### src/rtl/serial_read_arbiter.sv
// serial_read_arbiter
// Round-robin arbiter for two read requesters sharing one 16-entry
// combinational memory. The granted requester's byte is read once and then
// streamed out LSB first, one bit per cycle. Every output is a register.

module serial_read_arbiter #(
    parameter int NBITS = 8
) (
    input  logic             clk,
    input  logic             clear,
    input  logic [1:0]       req,
    input  logic [3:0]       addr0,
    input  logic [3:0]       addr1,
    output logic [1:0]       gnt,
    output logic [1:0]       ack,
    output logic [3:0]       mem_addr,
    input  logic [NBITS-1:0] mem_data,
    output logic             ser_out,
    output logic             ser_valid,
    output logic             ser_last,
    output logic             ser_owner
);

    // Bit counter wide enough to index every bit of the byte (3 bits for 8).
    localparam int CW = (NBITS > 1) ? $clog2(NBITS) : 1;
    localparam logic [CW-1:0] LAST_BIT = CW'(NBITS - 1);

    typedef enum logic [1:0] {
        IDLE  = 2'd0,
        LOAD  = 2'd1,
        SHIFT = 2'd2
    } state_t;

    state_t           state_reg;
    logic [NBITS-1:0] shreg_reg;
    logic [CW-1:0]    bitcnt_reg;
    logic             owner_reg;
    logic             last_served_reg;

    // Requester that would win if a grant were issued this cycle.
    logic             pick;
    logic [1:0]       pick_onehot;

    // Round-robin choice: on contention the requester not served last wins,
    // otherwise the single active requester wins.
    always_comb begin
        pick = 1'b0;
        if (req == 2'b11) begin
            pick = ~last_served_reg;
        end else begin
            pick = req[1];
        end
        pick_onehot = pick ? 2'b10 : 2'b01;
    end

    // Transaction FSM: grant and latch the address, load the byte, then
    // stream it out. Reset aborts any transfer immediately without an ack.
    always_ff @(posedge clk or negedge clear) begin
        if (!clear) begin
            state_reg       <= IDLE;
            shreg_reg       <= '0;
            bitcnt_reg      <= '0;
            owner_reg       <= 1'b0;
            last_served_reg <= 1'b1;
            gnt             <= 2'b00;
            ack             <= 2'b00;
            mem_addr        <= 4'd0;
            ser_out         <= 1'b0;
            ser_valid       <= 1'b0;
            ser_last        <= 1'b0;
            ser_owner       <= 1'b0;
        end else begin
            case (state_reg)
                IDLE: begin
                    // The cycle spent here after a transfer is also the ack
                    // cycle; serial outputs drop back to zero at its end.
                    ser_out   <= 1'b0;
                    ser_valid <= 1'b0;
                    ser_last  <= 1'b0;
                    ack       <= 2'b00;
                    if (|req) begin
                        owner_reg       <= pick;
                        last_served_reg <= pick;
                        gnt             <= pick_onehot;
                        mem_addr        <= pick ? addr1 : addr0;
                        state_reg       <= LOAD;
                    end else begin
                        gnt <= 2'b00;
                    end
                end

                LOAD: begin
                    // mem_addr was latched at the grant, so mem_data is the
                    // owner's byte; later addr changes are not looked at.
                    shreg_reg  <= mem_data;
                    bitcnt_reg <= '0;
                    state_reg  <= SHIFT;
                end

                SHIFT: begin
                    ser_out   <= shreg_reg[bitcnt_reg];
                    ser_valid <= 1'b1;
                    ser_owner <= owner_reg;
                    if (bitcnt_reg == LAST_BIT) begin
                        // Counter stops at the last bit instead of wrapping.
                        ser_last  <= 1'b1;
                        ack       <= owner_reg ? 2'b10 : 2'b01;
                        state_reg <= IDLE;
                    end else begin
                        ser_last   <= 1'b0;
                        bitcnt_reg <= bitcnt_reg + 1'b1;
                    end
                end

                default: begin
                    state_reg <= IDLE;
                end
            endcase
        end
    end

endmodule
### config.mk
export PLATFORM = sky130hd
export DESIGN_NAME = serial_read_arbiter
export DESIGN_NICKNAME = d
export VERILOG_FILES = /design/src/rtl/serial_read_arbiter.sv
export SDC_FILE = /design/constraint.sdc
export NUM_CORES = 1
export LEC_CHECK = 0
export CAP_MARGIN = 0
export CORE_MARGIN = 5
export CORE_UTILIZATION = 47
export DETAILED_ROUTE_END_ITERATION = 8
export PLACE_DENSITY_LB_ADDON = 0.2
export SLEW_MARGIN = 20
export SYNTH_ARGS = -nofsm -noshare
export SYNTH_HDL_FRONTEND = slang
export SYNTH_SLANG_ARGS = --single-unit
### constraint.sdc
create_clock -name clk -period 1.8 [get_ports clk]
set_clock_uncertainty 0.2 [all_clocks]
set_input_delay 0.36 -clock clk [delete_from_list [all_inputs] [get_ports clk]]
set_output_delay 0.36 -clock clk [all_outputs]
set_load 0.01 [all_outputs]
# [Yosys cells after proc, flatten, opt, wreduce, memory -nomap -nowiden]
# Cells that the tools add are included.
[word_totals] reg_bits=27 inputBits=20 output_inout_bits=12 word_cells=48
[op_classes] addsub=1 order_cmp=1 n_eq_ne=7 n_mux=18 n_bitwise=1 reduce_logical=8
[op_table] operator="two-way mux 2 bit" count=6
[op_table] operator="AND reduction 2 bit" count=4
[op_table] operator="inequality test 2 bit, second input constant" count=3
[op_table] operator="case mux 1 bit (2 select lines)" count=3
[op_table] operator="case mux 2 bit (3 select lines)" count=1
[op_table] operator="case mux 3 bit (2 select lines)" count=1
[op_table] operator="== test 2 bit, second input constant" count=2
[op_table] operator="less-than comparator 3 x 4 -> 1 bit, second input constant" count=1
[op_table] operator="two-way mux 4 bit" count=1
[op_table] operator="case mux 2 bit (2 select lines)" count=1
[op_table] operator="nonzero test 2 bit" count=2
[op_table] operator="adder 3 x 1 -> 3 bit, second input constant" count=1
[op_table] operator="binary-select mux 1 bit (select 3 bit)" count=1
[op_table] operator="== test 3 bit, second input constant" count=1
[op_table] operator="two-way mux 1 bit" count=3
[op_table] operator="two-way mux 3 bit" count=1
[op_table] operator="== test 2 x 1 -> 1 bit, second input constant" count=1
[op_table] operator="logical NOT 2 bit" count=1
[op_table] operator="OR reduction 2 bit" count=1
[op_table] operator="NOT 1 bit" count=1

# [Logic depth before layout (Yosys ltp)]
[depth] word_depth=4 ltp_mapped=5 mapped_depth_nobuf=5

# [Worst setup path before layout]
# Ideal clock, no wire load.
[synth_timing] kind="register to register" from="register bitcnt_reg[0]" to="register ser_out" setup_time_ns=0.122 t_arrival_ns=1.334 required_time_ns=1.478 setup_slack_ns=0.144 stages_incl_launch_ff=5 path_buffers=1 period_less_slack_ns=1.656 cell_sequence="dfrtp_1 -> buf_6 -> mux4_2 -> or2_0 -> a32o_1"
[synth_via] elab_chain_cells=3
[synth_lines] element="from (decl)" line_no="36" source="logic [CW-1:0] bitcnt_reg;"
[synth_lines] element="from (signal assigned)" line_no="111" source="bitcnt_reg <= bitcnt_reg + 1'b1;"
[synth_lines] element="binary-select mux 1 bit (select 3 bit)" line_no="101" source="ser_out <= shreg_reg[bitcnt_reg];"
[synth_lines] element="two-way mux 1 bit (implied by the code)" line_no="101"
[synth_lines] element="case mux 1 bit (2 select lines)" line_no="73" source="case (state_reg)"
[synth_lines] element="to (signal assigned)" line_no="101"
[synth_lines] element="to (decl)" line_no="18" source="output logic ser_out,"
# No other way between the ends. The select of a mux whose other input is x is not followed.
# A chain may end at the register's enable or synchronous reset.

# [Worst setup path in the final report]
[layout_timing] from="input req[1]" to="register mem_addr[1]"
[layout_via] elab_chain_cells=3 elab_cells_between_ends=5 cone_classes="1 x eq/ne; 2 x mux; 2 x reduce/logical"
[layout_lines] element="from (decl)" line_no="11" source="input logic [1:0] req,"
[layout_lines] element="== test 2 bit" line_no="48" source="if (req == 2'b11) begin"
[layout_lines] element="two-way mux 1 bit" line_no="48"
[layout_lines] element="two-way mux 4 bit" line_no="85" source="mem_addr <= pick ? addr1 : addr0;"
[layout_lines] element="to (signal assigned)" line_no="85"
[layout_lines] element="to (decl)" line_no="16" source="output logic [3:0] mem_addr,"
# Parallel ways exist; a longest one is shown, timed or not.

==> run summary <==
Result of the run - finished clean
Clock-pin slew on the worst setup and hold paths - 0.14 ns
Dominant synthesized flop cell - sky130_fd_sc_hd__dfrtp_1
Number of buffers created by CTS - 3
Maximum operating frequency - 585 MHz
Post-detail-place hpwl - 1.95 mm
Total iterations of the first detailed-routing run - 2
Met3 usage - 0.0356
Initial core utilization - 0.494
Final Cycle Share - 0.950
Global-route wire length before repair - 4.24 mm
Nets - 168
CORE AREA - 0.00250 mm2
Max-Slew Margin vs Limit - 0.778
Number of enable-type register cells in the synthesized netlist - 0
Adder-cell share of the synthesized area - 0.0304
Gate Count Post-Synth - 98
Critical path type - in2reg
Area contributors post-synth - sky130_fd_sc_hd__dfrtp_1 53%, sky130_fd_sc_hd__mux2_2 15%, sky130_fd_sc_hd__ha_1 3.0%
TNS Setup - 0 ns
Worst Setup Slack post-DPL - -0.286 ns
Minimum hold slack - 0.0724 ns
Largest net degree at the start of global routing - 15
Layout Utilization - 0.675
Final number of max-transition violations - 0
Busiest metal layer after global routing - met2
Setup slack of the most critical reg-to-reg path - 0.11 ns
Mean Syn Cell Area - 12.6 um2
Final std cells w/o fill - 174
Die Span X - 61.3 um
Met2 layer usage reported by global route - 0.263
Average vias per placed instance - 5.10
Total Die Area - 0.00376 mm2
Clk Tree Root Cell - sky130_fd_sc_hd__clkbuf_4
Via count of the first global-routing pass - 973
Number of max-cap violations - 0
Min setup slack post-route - 0.0894 ns
Global-route met1 utilization - 0.187
Hold WC Path Type - in2async
Clock network latency to the later pin of the worst-skew pair - 0.33 ns
Dominant combinational cell family by area after synthesis - multiplexers
Filler cell count in the final layout - 205
Xor and xnor fraction of the mapped netlist area - 0
Worst IR Drop VDD - 0.835 mV
Library cell with the largest summed area after synthesis - sky130_fd_sc_hd__dfrtp_1
Fraction of the mapped netlist area in simple logic gates - 0.0617
Final wirelength - 2.48 mm
Syn Std Cell Area - 0.00124 mm2
Number of flip-flops in the largest register - 8
Register bit total from synthesis - 27
Synthesized net count - 121
Die outline height - 61.3 um
Warnings from Yosys - 0
Number of H-tree branching levels - 1
Crit path launch type - primary input
Clock Tree Buf Depth - 2
Mux share of post-synthesis cell area - 0.189
Worst slew pin tran - 0.332 ns
Final design area excluding fillers - 0.00169 mm2
Tot Pwr - 2.45 mW
Required time at the endpoint of the critical path - 1.83 ns
Synth Area in Compound Gates - 0.136
Count of buffers from port buffering - 31
Starting DRC count in detailed routing - 21
Cts hold-fix bufs - 0
Post-place instance area - 0.00166 mm2
Via total after detailed routing - 887
Hold Violations, Final - 0
Antenna violation net count after detailed routing - 0
Synth unique cells - 29
RSZ-0062 raised after global routing - false
Post-route minimum period - 1.71 ns
Peak fanout along the critical path - 5
Share of post-route cells with drive strength above 1 - 0.285
Combined global-route utilization of all metal layers - 0.154
Antenna diode count - 0
Placer congestion estimate - 0.737
Critical path arrival - 1.74 ns
Fraction of registers with async set or reset after synthesis - 1.00
Remaining routing DRC violations - 0
Number of placed I/O pins - 32
Crit path capture type - register
Antenna violations before repair - 0
Total number of clock tree sinks - 27
Floorplan row count - 18
Placed cell count - 168
Fraction of post-synthesis cell area in the top cell type by area - 0.526
Remaining global-route overflow - 0
Routed wire per std cell - 14.2 um
Lkg Pwr - 0.786 nW
CTS tree - yes
Relative area change from synthesis to final layout - 36.4%
Sequential element share of the synthesized area - 0.548
Final-report setup violation count - 0
Power density relative to cell area - 1450 mW/mm2
cell usage in the layout (no fill, tap or decap), drive strengths merged:
cell / count
a21oi: 3
a22o: 5
a21boi: 1
dfstp: 1
nor3: 1
mux4: 1
buf: 15
nand3b: 1
nand2: 6
mux2i: 2
a32o: 1
ha: 3
nor2: 1
nor2b: 1
a21o: 1
o22ai: 2
a31oi: 2
mux2: 17
clkdlybuf4s50: 19
dlymetal6s2s: 1
inv: 5
o21bai: 1
dfrtp: 26
dlygate4sd2: 11
nand2b: 4
or2: 1
o21ai: 7
o21ba: 1
clkbuf: 4
Yosys cell counts (2+ instances only):
cell / instances
sky130_fd_sc_hd__a21oi_1: 3
sky130_fd_sc_hd__a22o_1: 4
sky130_fd_sc_hd__a31oi_1: 2
sky130_fd_sc_hd__buf_2: 2
sky130_fd_sc_hd__dfrtp_1: 26
sky130_fd_sc_hd__ha_1: 3
sky130_fd_sc_hd__inv_1: 5
sky130_fd_sc_hd__mux2_2: 17
sky130_fd_sc_hd__mux2i_1: 2
sky130_fd_sc_hd__nand2_1: 6
sky130_fd_sc_hd__nand2b_1: 4
sky130_fd_sc_hd__o21ai_0: 6
sky130_fd_sc_hd__o22ai_1: 2
path summary, 6_finish.rpt:
path	start	cells after the start	end
max	req[1]	4	mem_addr[1]$_DFFE_PN0P_
min	clear	1	ser_owner$_DFFE_PN0N_
max reg2reg	bitcnt_reg[0]$_DFFE_PN0P_	3	ser_out$_DFFE_PN0P_
min reg2reg	ser_owner$_DFFE_PN0N_	2	ser_owner$_DFFE_PN0N_
max in group asynchronous	clear	2	shreg_reg[1]$_DFFE_PN0P_
min in group clk	ser_owner$_DFFE_PN0N_	2	ser_owner$_DFFE_PN0N_
cell families (layout without fill, tap and decap cells):
kind of cell	count (synthesis)	in the layout
compound gates	24	24
flops	27	27
buf+inv	9	55
mux	20	20
fa+ha+maj	3	3
simple gates	15	15
critical path, stage by stage:
cell,delay [ns]
sky130_fd_sc_hd__clkdlybuf4s50_1,0.47
sky130_fd_sc_hd__a21boi_2,0.28
sky130_fd_sc_hd__mux2_2,0.37
sky130_fd_sc_hd__mux2_2,0.26
report_power, final:
group / switching, mW / total (mW) / internal, mW
logic: 0.460 / 1.13 / 0.671
registers: 0.180 / 1.06 / 0.876
clock network: 0.179 / 0.266 / 0.0869
total: 0.818 / 2.45 / 1.63
timing repair:
item,CTS,global route
cloned,0,0
buffers inserted,2,0
endpoints found under the setup margin,11,1
resized for setup,11,1
metal layers:
layer,share of wire,up-vias
met4,0.018,0
li1,-,442
met5,0,-
met3,0.051,5
met2,0.49,21
met1,0.44,419
cell type report:
cell class	count	area, um2	share of cell area
multi-input combinational	62	515	0.306
inverter	5	18.8	0.0111
timing repair buffer	46	412	0.244
tap	30	37.5	0.0223
sequential	27	677	0.401
clock buffer	4	26.3	0.0156
Note: power is estimated with default switching activity, not from simulation.
